## config.mk

```make
export PLATFORM = sky130hd
export DESIGN_NAME = if_fetch_unit_flat
export DESIGN_NICKNAME = d
export VERILOG_FILES = /design/src/rtl/if_fetch_unit_if.sv /design/src/rtl/if_fetch_unit.sv /design/src/flat_wrapper.sv
export SDC_FILE = /design/constraint.sdc
export NUM_CORES = 1
export LEC_CHECK = 0
export CAP_MARGIN = 25
export CORE_MARGIN = 2
export CORE_UTILIZATION = 47
export DETAILED_ROUTE_END_ITERATION = 8
export PLACE_DENSITY = 0.77
export SYNTH_ARGS = -nofsm -noshare
export SYNTH_HDL_FRONTEND = slang
export SYNTH_SLANG_ARGS = --single-unit
```

## constraint.sdc

```tcl
create_clock -name p_clk -period 9.7 [get_ports p_clk]
set_input_delay 1.455 -clock p_clk [delete_from_list [all_inputs] [get_ports p_clk]]
set_output_delay 1.455 -clock p_clk [all_outputs]
set_load 0.01 [all_outputs]
```

## src/rtl/if_fetch_unit_if.sv

```systemverilog
// Purpose : bundle of the fetch unit's memory, redirect and IF/ID signals.
// Latency : none (wires only).
// Backpressure: p_IMEM_Ack gates requests; p_IF_ID_Stall holds the IF/ID head.
// Ports   : master = fetch unit side, slave = memory / pipeline side.
interface if_fetch_unit_if #(
   parameter int WIDTH = 64
);
   logic             p_IMEM_Req;
   logic [WIDTH-1:0] p_IMEM_Addr;
   logic             p_IMEM_Ack;
   logic             p_IMEM_Rsp_Valid;
   logic [WIDTH-1:0] p_IMEM_Rsp_Data;
   logic             p_Redirect_Valid;
   logic [WIDTH-1:0] p_Redirect_PC;
   logic             p_IF_ID_Stall;
   logic [WIDTH-1:0] p_IF_Instruction;
   logic [WIDTH-1:0] p_IF_PC_Counter;
   logic             p_IF_ID_Flush;

   modport master (
      output p_IMEM_Req, p_IMEM_Addr, p_IF_Instruction, p_IF_PC_Counter, p_IF_ID_Flush,
      input  p_IMEM_Ack, p_IMEM_Rsp_Valid, p_IMEM_Rsp_Data, p_Redirect_Valid,
             p_Redirect_PC, p_IF_ID_Stall
   );

   modport slave (
      input  p_IMEM_Req, p_IMEM_Addr, p_IF_Instruction, p_IF_PC_Counter, p_IF_ID_Flush,
      output p_IMEM_Ack, p_IMEM_Rsp_Valid, p_IMEM_Rsp_Data, p_Redirect_Valid,
             p_Redirect_PC, p_IF_ID_Stall
   );
endinterface

```

## src/rtl/if_fetch_unit.sv

```systemverilog
// Purpose : instruction-fetch front end; owns the PC, issues in-order fetches, feeds IF/ID.
// Latency : response visible to IF/ID one cycle after it returns; bubble (0/0) when empty.
// Backpressure: buffered + outstanding fetches capped at BUF_DEPTH; p_IF_ID_Stall holds the head.
// Ports   : p_clk, p_reset (async, active-high); bus = if_fetch_unit_if.master.
// Option  : define IF_FETCH_PERF_EN to add saturating bubble/redirect/drop counters.
module if_fetch_unit #(
   parameter int               WIDTH     = 64,
   parameter logic [WIDTH-1:0] RESET_PC  = '0,
   parameter int               BUF_DEPTH = 2
) (
   input  logic                  p_clk,
   input  logic                  p_reset,
   if_fetch_unit_if.master       bus
`ifdef IF_FETCH_PERF_EN
   ,
   output logic [31:0]           p_IF_Bubble_Cnt,
   output logic [31:0]           p_IF_Redirect_Cnt,
   output logic [31:0]           p_IF_Drop_Cnt
`endif
);
   localparam int IW = $clog2(BUF_DEPTH);
   localparam int PW = IW + 1;

   typedef enum logic [1:0] {ST_BOOT, ST_RUN, ST_DRAIN} state_t;

   state_t           state_q, state_d;
   logic [WIDTH-1:0] fetch_pc_q, fetch_pc_d;
   logic [PW-1:0]    outst_q, outst_d;
   logic [PW-1:0]    drop_q, drop_d;
   logic [PW-1:0]    rd_q, rd_d;          // shared head pointer of both FIFOs
   logic [PW-1:0]    instr_wr_q, instr_wr_d;
   logic [PW-1:0]    pc_wr_q, pc_wr_d;
   logic [WIDTH-1:0] instr_mem_q [BUF_DEPTH];
   logic [WIDTH-1:0] instr_mem_d [BUF_DEPTH];
   logic [WIDTH-1:0] pc_mem_q [BUF_DEPTH];
   logic [WIDTH-1:0] pc_mem_d [BUF_DEPTH];
   logic             flush_q, flush_d;

   logic [PW-1:0]    count;
   logic [PW:0]      used_slots;
   logic             fifo_empty, imem_req, hs, rsp, redir, pop, dropped;

   always_comb begin
      state_d     = state_q;
      fetch_pc_d  = fetch_pc_q;
      outst_d     = outst_q;
      drop_d      = drop_q;
      rd_d        = rd_q;
      instr_wr_d  = instr_wr_q;
      pc_wr_d     = pc_wr_q;
      instr_mem_d = instr_mem_q;
      pc_mem_d    = pc_mem_q;
      flush_d     = 1'b0;

      count      = instr_wr_q - rd_q;
      fifo_empty = (count == '0);
      used_slots = {1'b0, count} + {1'b0, outst_q};
      imem_req   = (state_q == ST_RUN) && (used_slots < (PW+1)'(BUF_DEPTH));
      hs         = imem_req && bus.p_IMEM_Ack;
      // Memory is reset with us, so a response is only meaningful while one is owed.
      rsp        = bus.p_IMEM_Rsp_Valid && (outst_q != '0);
      redir      = bus.p_Redirect_Valid;
      pop        = !fifo_empty && !bus.p_IF_ID_Stall;
      dropped    = rsp && (redir || (state_q == ST_DRAIN));

      outst_d = outst_q + PW'(hs) - PW'(rsp);

      // The PC FIFO is written at request time, so it runs ahead of the instruction FIFO;
      // both share rd_q and index by position, keeping each instruction paired with its PC.
      if (hs) begin
         pc_mem_d[pc_wr_q[IW-1:0]] = fetch_pc_q;
         pc_wr_d    = pc_wr_q + 1'b1;
         fetch_pc_d = fetch_pc_q + WIDTH'(4);
      end

      if (rsp && !redir && (state_q == ST_RUN)) begin
         instr_mem_d[instr_wr_q[IW-1:0]] = bus.p_IMEM_Rsp_Data;
         instr_wr_d = instr_wr_q + 1'b1;
      end

      if (pop) rd_d = rd_q + 1'b1;

      case (state_q)
         ST_BOOT:  state_d = ST_RUN;
         ST_DRAIN: begin
            if (rsp) drop_d = drop_q - 1'b1;
            if (drop_d == '0) state_d = ST_RUN;
         end
         default:  ;
      endcase

      if (redir) begin
         fetch_pc_d = {bus.p_Redirect_PC[WIDTH-1:2], 2'b00};
         // Empty both FIFOs; PCs of in-flight requests go too, since their data is dropped.
         rd_d       = pc_wr_d;
         instr_wr_d = pc_wr_d;
         drop_d     = outst_d;
         flush_d    = 1'b1;
         if (state_q != ST_BOOT)
            state_d = (outst_d != '0) ? ST_DRAIN : ST_RUN;
      end
   end

   always_ff @(posedge p_clk or posedge p_reset) begin
      if (p_reset) begin
         state_q    <= ST_BOOT;
         fetch_pc_q <= RESET_PC;
         outst_q    <= '0;
         drop_q     <= '0;
         rd_q       <= '0;
         instr_wr_q <= '0;
         pc_wr_q    <= '0;
         flush_q    <= 1'b0;
         for (int i = 0; i < BUF_DEPTH; i++) begin
            instr_mem_q[i] <= '0;
            pc_mem_q[i]    <= '0;
         end
      end else begin
         state_q     <= state_d;
         fetch_pc_q  <= fetch_pc_d;
         outst_q     <= outst_d;
         drop_q      <= drop_d;
         rd_q        <= rd_d;
         instr_wr_q  <= instr_wr_d;
         pc_wr_q     <= pc_wr_d;
         flush_q     <= flush_d;
         instr_mem_q <= instr_mem_d;
         pc_mem_q    <= pc_mem_d;
      end
   end

   assign bus.p_IMEM_Req       = imem_req;
   assign bus.p_IMEM_Addr      = fetch_pc_q;
   assign bus.p_IF_Instruction = fifo_empty ? '0 : instr_mem_q[rd_q[IW-1:0]];
   assign bus.p_IF_PC_Counter  = fifo_empty ? '0 : pc_mem_q[rd_q[IW-1:0]];
   assign bus.p_IF_ID_Flush    = flush_q;

`ifdef IF_FETCH_PERF_EN
   logic [31:0] bubble_cnt_q, bubble_cnt_d;
   logic [31:0] redir_cnt_q, redir_cnt_d;
   logic [31:0] drop_cnt_q, drop_cnt_d;

   always_comb begin
      bubble_cnt_d = bubble_cnt_q;
      redir_cnt_d  = redir_cnt_q;
      drop_cnt_d   = drop_cnt_q;
      if (fifo_empty && !bus.p_IF_ID_Stall && (bubble_cnt_q != '1)) bubble_cnt_d = bubble_cnt_q + 1'b1;
      if (redir && (redir_cnt_q != '1))                              redir_cnt_d  = redir_cnt_q + 1'b1;
      if (dropped && (drop_cnt_q != '1))                             drop_cnt_d   = drop_cnt_q + 1'b1;
   end

   always_ff @(posedge p_clk or posedge p_reset) begin
      if (p_reset) begin
         bubble_cnt_q <= '0;
         redir_cnt_q  <= '0;
         drop_cnt_q   <= '0;
      end else begin
         bubble_cnt_q <= bubble_cnt_d;
         redir_cnt_q  <= redir_cnt_d;
         drop_cnt_q   <= drop_cnt_d;
      end
   end

   assign p_IF_Bubble_Cnt   = bubble_cnt_q;
   assign p_IF_Redirect_Cnt = redir_cnt_q;
   assign p_IF_Drop_Cnt     = drop_cnt_q;
`else
   logic unused_dropped;
   assign unused_dropped = dropped;
`endif
endmodule
```

## src/flat_wrapper.sv

```systemverilog
// flat-port wrapper written by rule: the top's interface ports become plain ports
module if_fetch_unit_flat 
#(
   parameter int               WIDTH     = 64,
   parameter logic [WIDTH-1:0] RESET_PC  = '0,
   parameter int               BUF_DEPTH = 2
)
  (p_clk, p_reset, bus_p_IMEM_Req, bus_p_IMEM_Addr, bus_p_IF_Instruction, bus_p_IF_PC_Counter, bus_p_IF_ID_Flush, bus_p_IMEM_Ack, bus_p_IMEM_Rsp_Valid, bus_p_IMEM_Rsp_Data, bus_p_Redirect_Valid, bus_p_Redirect_PC, bus_p_IF_ID_Stall);
  if_fetch_unit_if #(.WIDTH(WIDTH)) bus_i ();
  input  logic p_clk;
  input  logic p_reset;
  output wire logic [$bits(bus_i.p_IMEM_Req)-1:0] bus_p_IMEM_Req;
  output wire logic [$bits(bus_i.p_IMEM_Addr)-1:0] bus_p_IMEM_Addr;
  output wire logic [$bits(bus_i.p_IF_Instruction)-1:0] bus_p_IF_Instruction;
  output wire logic [$bits(bus_i.p_IF_PC_Counter)-1:0] bus_p_IF_PC_Counter;
  output wire logic [$bits(bus_i.p_IF_ID_Flush)-1:0] bus_p_IF_ID_Flush;
  input wire logic [$bits(bus_i.p_IMEM_Ack)-1:0] bus_p_IMEM_Ack;
  input wire logic [$bits(bus_i.p_IMEM_Rsp_Valid)-1:0] bus_p_IMEM_Rsp_Valid;
  input wire logic [$bits(bus_i.p_IMEM_Rsp_Data)-1:0] bus_p_IMEM_Rsp_Data;
  input wire logic [$bits(bus_i.p_Redirect_Valid)-1:0] bus_p_Redirect_Valid;
  input wire logic [$bits(bus_i.p_Redirect_PC)-1:0] bus_p_Redirect_PC;
  input wire logic [$bits(bus_i.p_IF_ID_Stall)-1:0] bus_p_IF_ID_Stall;
  assign bus_p_IMEM_Req = bus_i.p_IMEM_Req;
  assign bus_p_IMEM_Addr = bus_i.p_IMEM_Addr;
  assign bus_p_IF_Instruction = bus_i.p_IF_Instruction;
  assign bus_p_IF_PC_Counter = bus_i.p_IF_PC_Counter;
  assign bus_p_IF_ID_Flush = bus_i.p_IF_ID_Flush;
  assign bus_i.p_IMEM_Ack = bus_p_IMEM_Ack;
  assign bus_i.p_IMEM_Rsp_Valid = bus_p_IMEM_Rsp_Valid;
  assign bus_i.p_IMEM_Rsp_Data = bus_p_IMEM_Rsp_Data;
  assign bus_i.p_Redirect_Valid = bus_p_Redirect_Valid;
  assign bus_i.p_Redirect_PC = bus_p_Redirect_PC;
  assign bus_i.p_IF_ID_Stall = bus_p_IF_ID_Stall;
  if_fetch_unit #(.WIDTH(WIDTH), .RESET_PC(RESET_PC), .BUF_DEPTH(BUF_DEPTH)) u_core (.p_clk(p_clk), .p_reset(p_reset), .bus(bus_i));
endmodule
```

Word level (Yosys, flattened, before mapping)
Cells that the tools add are included.
{"block": "word_totals", "ff_bits": 333, "inputBits": 134, "out_inout_bits": 194, "elab_cells": 84}
{"block": "op_classes", "n_addsub": 9, "magnitude_cmp": 6, "eq_ne": 2, "n_mux": 31, "bitwise": 3, "n_reduce_logical": 21}
{"cell": "2-to-1 mux 64 bit", "count": 12}
{"cell": "bitwise mux 128 bit", "count": 2}
{"cell": "demux 64 bit (select 1 bit)", "count": 2}
{"cell": "adder 64 x 3 -> 64 bit (second input constant)", "count": 1}
{"cell": "2-to-1 mux 2 bit", "count": 13}
{"cell": "nonzero test 2 bit", "count": 7}
{"cell": "logical AND 1 bit", "count": 8}
{"cell": "adder 2 x 1 -> 2 bit (second input constant)", "count": 3}
{"cell": "greater-or-equal comparator 2 bit (second input constant)", "count": 3}
{"cell": "zero test 2 bit", "count": 3}
{"cell": "NOT 1 -> 2 bit", "count": 3}
{"cell": "< comparator 2 x 1 -> 1 bit (second input constant)", "count": 2}
{"cell": "one-hot mux 2 bit (2 select lines)", "count": 1}
{"cell": "adder 2 x 2 -> 3 bit", "count": 1}
{"cell": "zero test 1 bit", "count": 3}
{"cell": "< comparator 3 x 2 -> 1 bit (second input constant)", "count": 1}
{"cell": "adder 2 x 1 -> 2 bit", "count": 1}
{"cell": "equality test 2 x 1 -> 1 bit (second input constant)", "count": 1}
{"cell": "equality test 2 bit (second input constant)", "count": 1}
{"cell": "subtractor 2 x 1 -> 2 bit", "count": 1}
{"cell": "subtractor 2 x 1 -> 2 bit (second input constant)", "count": 1}
{"cell": "subtractor 2 bit", "count": 1}
{"cell": "2-to-1 mux 1 bit", "count": 1}

Depth between registers and ports, before layout
{"block": "logic_depth", "word_depth": 11, "ltp_mapped": 14, "mapped_depth_nobuf": 13}

Worst setup path before layout
Ideal clock, no wire load.
{"block": "synth_timing", "path_kind": "reg2out", "start": "reg u_core.instr_wr_q[0]", "end": "out bus_p_IF_Instruction[23]", "arrival_time_ns": 1.849, "required_ns": 8.245, "path_slack_ns": 6.396, "path_stages_with_launch": 8, "n_path_buf": 2, "cell_sequence": "dfrtp_1 -> inv_1 -> ha_1 -> xnor3_1 -> and2_1 -> clkbuf_1 -> buf_1 -> nor2_1"}
{"block": "synth_between", "elab_chain_cells": 3}
{"element": "from (decl)", "line_no": "if_fetch_unit.sv:31", "text": "logic [PW-1:0] instr_wr_q, instr_wr_d;"}
{"element": "from (signal assigned)", "line_no": "if_fetch_unit.sv:124", "text": "instr_wr_q <= instr_wr_d;"}
{"element": "subtractor 2 bit", "line_no": "if_fetch_unit.sv:55", "text": "count = instr_wr_q - rd_q;"}
{"element": "zero test 2 bit", "line_no": "if_fetch_unit.sv:56", "text": "fifo_empty = (count == '0);"}
{"element": "2-to-1 mux 64 bit", "line_no": "if_fetch_unit.sv:134", "text": "assign bus.p_IF_Instruction = fifo_empty ? '0 : instr_mem_q[rd_q[IW-1:0]];"}
{"element": "to (decl)", "line_no": "flat_wrapper.sv:14", "text": "output wire logic [$bits(bus_i.p_IF_Instruction)-1:0] bus_p_IF_Instruction;"}
No other way between the ends.

Final worst setup path
{"block": "layout_timing", "start": "reg u_core.rd_q[0]", "end": "out bus_p_IF_PC_Counter[41]"}
{"block": "layout_between", "elab_chain_cells": 5, "elab_cells_between_ends": 7, "cone_classes": "add/sub (1); mux (4); bitwise (1); reduce/logical (1)"}
{"element": "from (decl)", "line_no": "if_fetch_unit.sv:30", "text": "logic [PW-1:0] rd_q, rd_d;"}
{"element": "from (signal assigned)", "line_no": "if_fetch_unit.sv:123", "text": "rd_q <= rd_d;"}
{"element": "branches (longest 4 deep; another with subtractor 2 bit)"}
{"element": "2-to-1 mux 64 bit (*)", "line_no": "if_fetch_unit.sv:135", "text": "assign bus.p_IF_PC_Counter = fifo_empty ? '0 : pc_mem_q[rd_q[IW-1:0]];"}
{"element": "to (decl)", "line_no": "flat_wrapper.sv:15", "text": "output wire logic [$bits(bus_i.p_IF_PC_Counter)-1:0] bus_p_IF_PC_Counter;"}
Every way passes the cells marked *. The select of a mux whose other input is x is not followed.

==> qor.txt <==
# port buffers = 321
Max-Cap Viols = 0
Core area = 32700 um^2
Min Tclk post-route = 5.49 ns
Delay-heaviest family, CP = buffers and inverters
Leakage = 8.96 nW
Skew final = 0.0123 ns
R2R depth = 8
Fin crit share = 0.566
Layout area overhead = 30.4%
Worst-path cell chain = ha_1 > xnor3_1 > and2_4 > buf_4 > nor2_1 > clkdlybuf4s50_1
First-pass GRT wire length = 66300 um
CTS root buf = clkbuf_16
Setup bufs post-CTS = 0
Synth cell types = 52
Final TNS setup = 0 ns
Reg clk slew, reported paths = 0.06 ns
Synth Register Bits = 327
Hold Fails Final Rpt = 0
Detailed placement HPWL = 27200 um
Die width = 187 um
Hold crit path type = register to register
Max IR drop VDD = 0.248 mV
Share of layout cells above drive strength 1 = 0.203
Number of vias per cell = 5.50
Tot GR Track Use = 0.235
Num CTS Buffers = 37
Clock sinks = 327
Pwr Density = 333 nW/um^2
Pre-CTS WS = 4.70 ns
Levels on crit path = 6
RSZ-0062 raised after global routing = false
Slew @ Worst Pin = 1.02 ns
Slowest-stage cell, CP = and2_4
Final Max Slew Viols = 0
CTS Buffer Depth = 3
Worst path required time = 8.25 ns
Final net count = 1770
Antenna Nets Post-Route = 0
Seq/Total Area, Yosys = 0.521
Placed insts = 2031
Row count = 66
Drt first pass iters = 4
Final WL = 41000 um
Worst skew pair latency = 0.50 ns
Largest net degree at the start of global routing = 138
Fmax = 182 MHz
Synthesized area = 15700 um^2
Critical path endpoint category = output port
R2r setup slk = 5.18 ns
Worst Slack Setup Final = 4.21 ns
Starting density of the core = 0.480
Main synth FF type = dfrtp_1
Fill count = 2632
CP max FO = 71
Hold Buf Count CTS = 0
Vias in the first global route = 12.0k
Die height = 187 um
Die Area = 34900 um^2
Initial drt markers = 487
Number of synthesized flops with an enable pin = 0
IO Pins = 328
Slew HR = 0.322
CP Launch Type = register
Cells after synthesis = 1345
Non-filler cells, final = 2098
Drt wl/cell = 19.6 um
Buf/Inv on CP = 2
TritonCTS clock tree = built
Gr ovfl total = 0
Post-cts resize count = 0
Hold path depth = 1
Initial antenna violation count = 5
DRC viols = 0
GP Congestion = 0.814
Final setup fails = 0
Setup CP Type = register to output port
Avg Inst Size Synth = 11.7 um^2
Via count = 11.5k
Post-synthesis async set-or-reset flop share = 1.00
Status = finished clean
H-tree depth = 2
CP arrival = 4.03 ns
Critical Path Max Stage Delay = 0.73 ns
Yosys warns = 0
cell usage after synthesis (2+ instances only):
cell,number,area (um^2)
a21boi_0,2,15.0
a21oi_1,6,30.0
a31o_2,2,17.5
a31oi_1,28,175
and2_1,6,37.5
and3_1,11,68.8
and4_1,16,140
buf_1,5,18.8
buf_2,19,95.1
buf_4,6,45.0
clkbuf_1,60,225
dfrtp_1,327,8180
ha_1,6,75.1
inv_1,20,75.1
mux2_2,251,2830
mux2i_1,127,1270
nand2_1,63,236
nand2b_1,3,18.8
nand3_1,29,145
nand4_1,24,150
nor2_1,164,616
nor3_1,10,50.1
nor4_1,10,62.6
o211ai_1,5,37.5
o21a_1,2,15.0
o21ai_0,39,195
o31ai_1,14,105
o41ai_1,3,26.3
or3_1,12,75.1
or3b_2,2,17.5
or4_1,19,143
or4b_1,2,20.0
xnor2_1,19,166
xor2_1,15,131
layer usage:
| layer | wire [um] | global-route usage |
|---|---|---|
| met5 | 38 | 0 |
| met4 | 1060 | 0.0641 |
| met3 | 2950 | 0.0645 |
| met2 | 19100 | 0.387 |
| met1 | 17800 | 0.306 |
sequential cells by signal (all words and copies together) (netlist names):
name	cells
u_core.pc_mem_q	124
u_core.outst_q	2
u_core.bus.p_IF_ID_Flush	1
u_core.drop_q	2
u_core.instr_wr_q	2
u_core.bus.p_IMEM_Addr	62
u_core.rd_q	2
u_core.instr_mem_q	128
u_core.pc_wr_q	2
u_core.state_q	2
worst reg2reg max path, delay by kind of cell (launching register included):
family                     cells  cell delay [ns]
and+or+nand+nor                4             2.27
xor gates and xnor gates       1             0.43
adders and majority gates      2             0.79
DFF                            1             0.79
AOI/OAI and AO/OA              1             0.17
cell families after synthesis:
group	after synthesis	synth area share
and+or+nand+nor	382	0.121
muxes	379	0.262
DFF	327	0.521
buffers and inverters	111	0.0300
AOI/OAI and AO/OA	103	0.0401
xor gates and xnor gates	35	0.0204
adders and majority gates	7	0.00605
other	1	0.000239
cell type report:
type	instances	area, um^2	share of cell area
Sequential cell	327	8190	0.400
Multi-Input combinational cell	910	7100	0.347
Timing Repair Buffer	333	3340	0.163
Clock buffer	55	1080	0.0529
Tap cell	442	553	0.0270
Clock inverter	9	120	0.00587
Inverter	20	78.8	0.00385
Antenna cell	2	5.00	0.000244
power breakdown:
part	internal, mW	switching, mW	leakage [nW]	total, mW
Sequential	1.90	0.342	4.03	2.24
Combinational	1.74	1.45	4.34	3.19
Clock	0.849	0.539	0.597	1.39
Total	4.49	2.33	8.96	6.82
per-stage QoR:
step	util	hold WS, ns	power [mW]	area, um^2
floorplan	-	0.457	3.96	15700
global placement	0.588	0.466	5.38	19200
detailed placement	0.588	0.475	5.48	19200
CTS	0.625	0.488	6.90	20400
global route	0.626	0.509	7.23	20500
finish	0.626	0.484	6.82	20500
final timing paths:
check	startpoint	to
worst max-delay path	u_core.rd_q[0]$_DFFE_PP0P_	bus_p_IF_PC_Counter[41]
worst min-delay path	u_core.instr_mem_q[123]$_DFFE_PP0P_	u_core.instr_mem_q[123]$_DFFE_PP0P_
worst max register to register	u_core.rd_q[0]$_DFFE_PP0P_	u_core.bus.p_IMEM_Addr[42]$_DFFE_PP0P_
worst min register to register	u_core.instr_mem_q[123]$_DFFE_PP0P_	u_core.instr_mem_q[123]$_DFFE_PP0P_
max in group asynchronous	p_reset	u_core.bus.p_IMEM_Addr[56]$_DFFE_PP0P_
min in group asynchronous	p_reset	u_core.instr_mem_q[6]$_DFFE_PP0P_
placed cells by master, fill, tap and decap left out, drive strengths merged, types with 3 or more instances in the layout:
cell and instances:
dfrtp 327, clkdlybuf4s50 320, mux2 252, nor2 164
mux2i 127, nand2 63, clkbuf 55, o21ai 40
nand3 29, a31oi 28, nand4 26, or4 20
xnor2 19, inv 19, and4 16, xor2 15
o31ai 14, or3 13, buf 13, and3 11
nor3 11, nor4 10, a21oi 6, clkinv 6
and2 6, ha 6, o211ai 5, conb 4
nand2b 3, o41ai 3, bufinv 3
(Power assumes the default switching activity.)
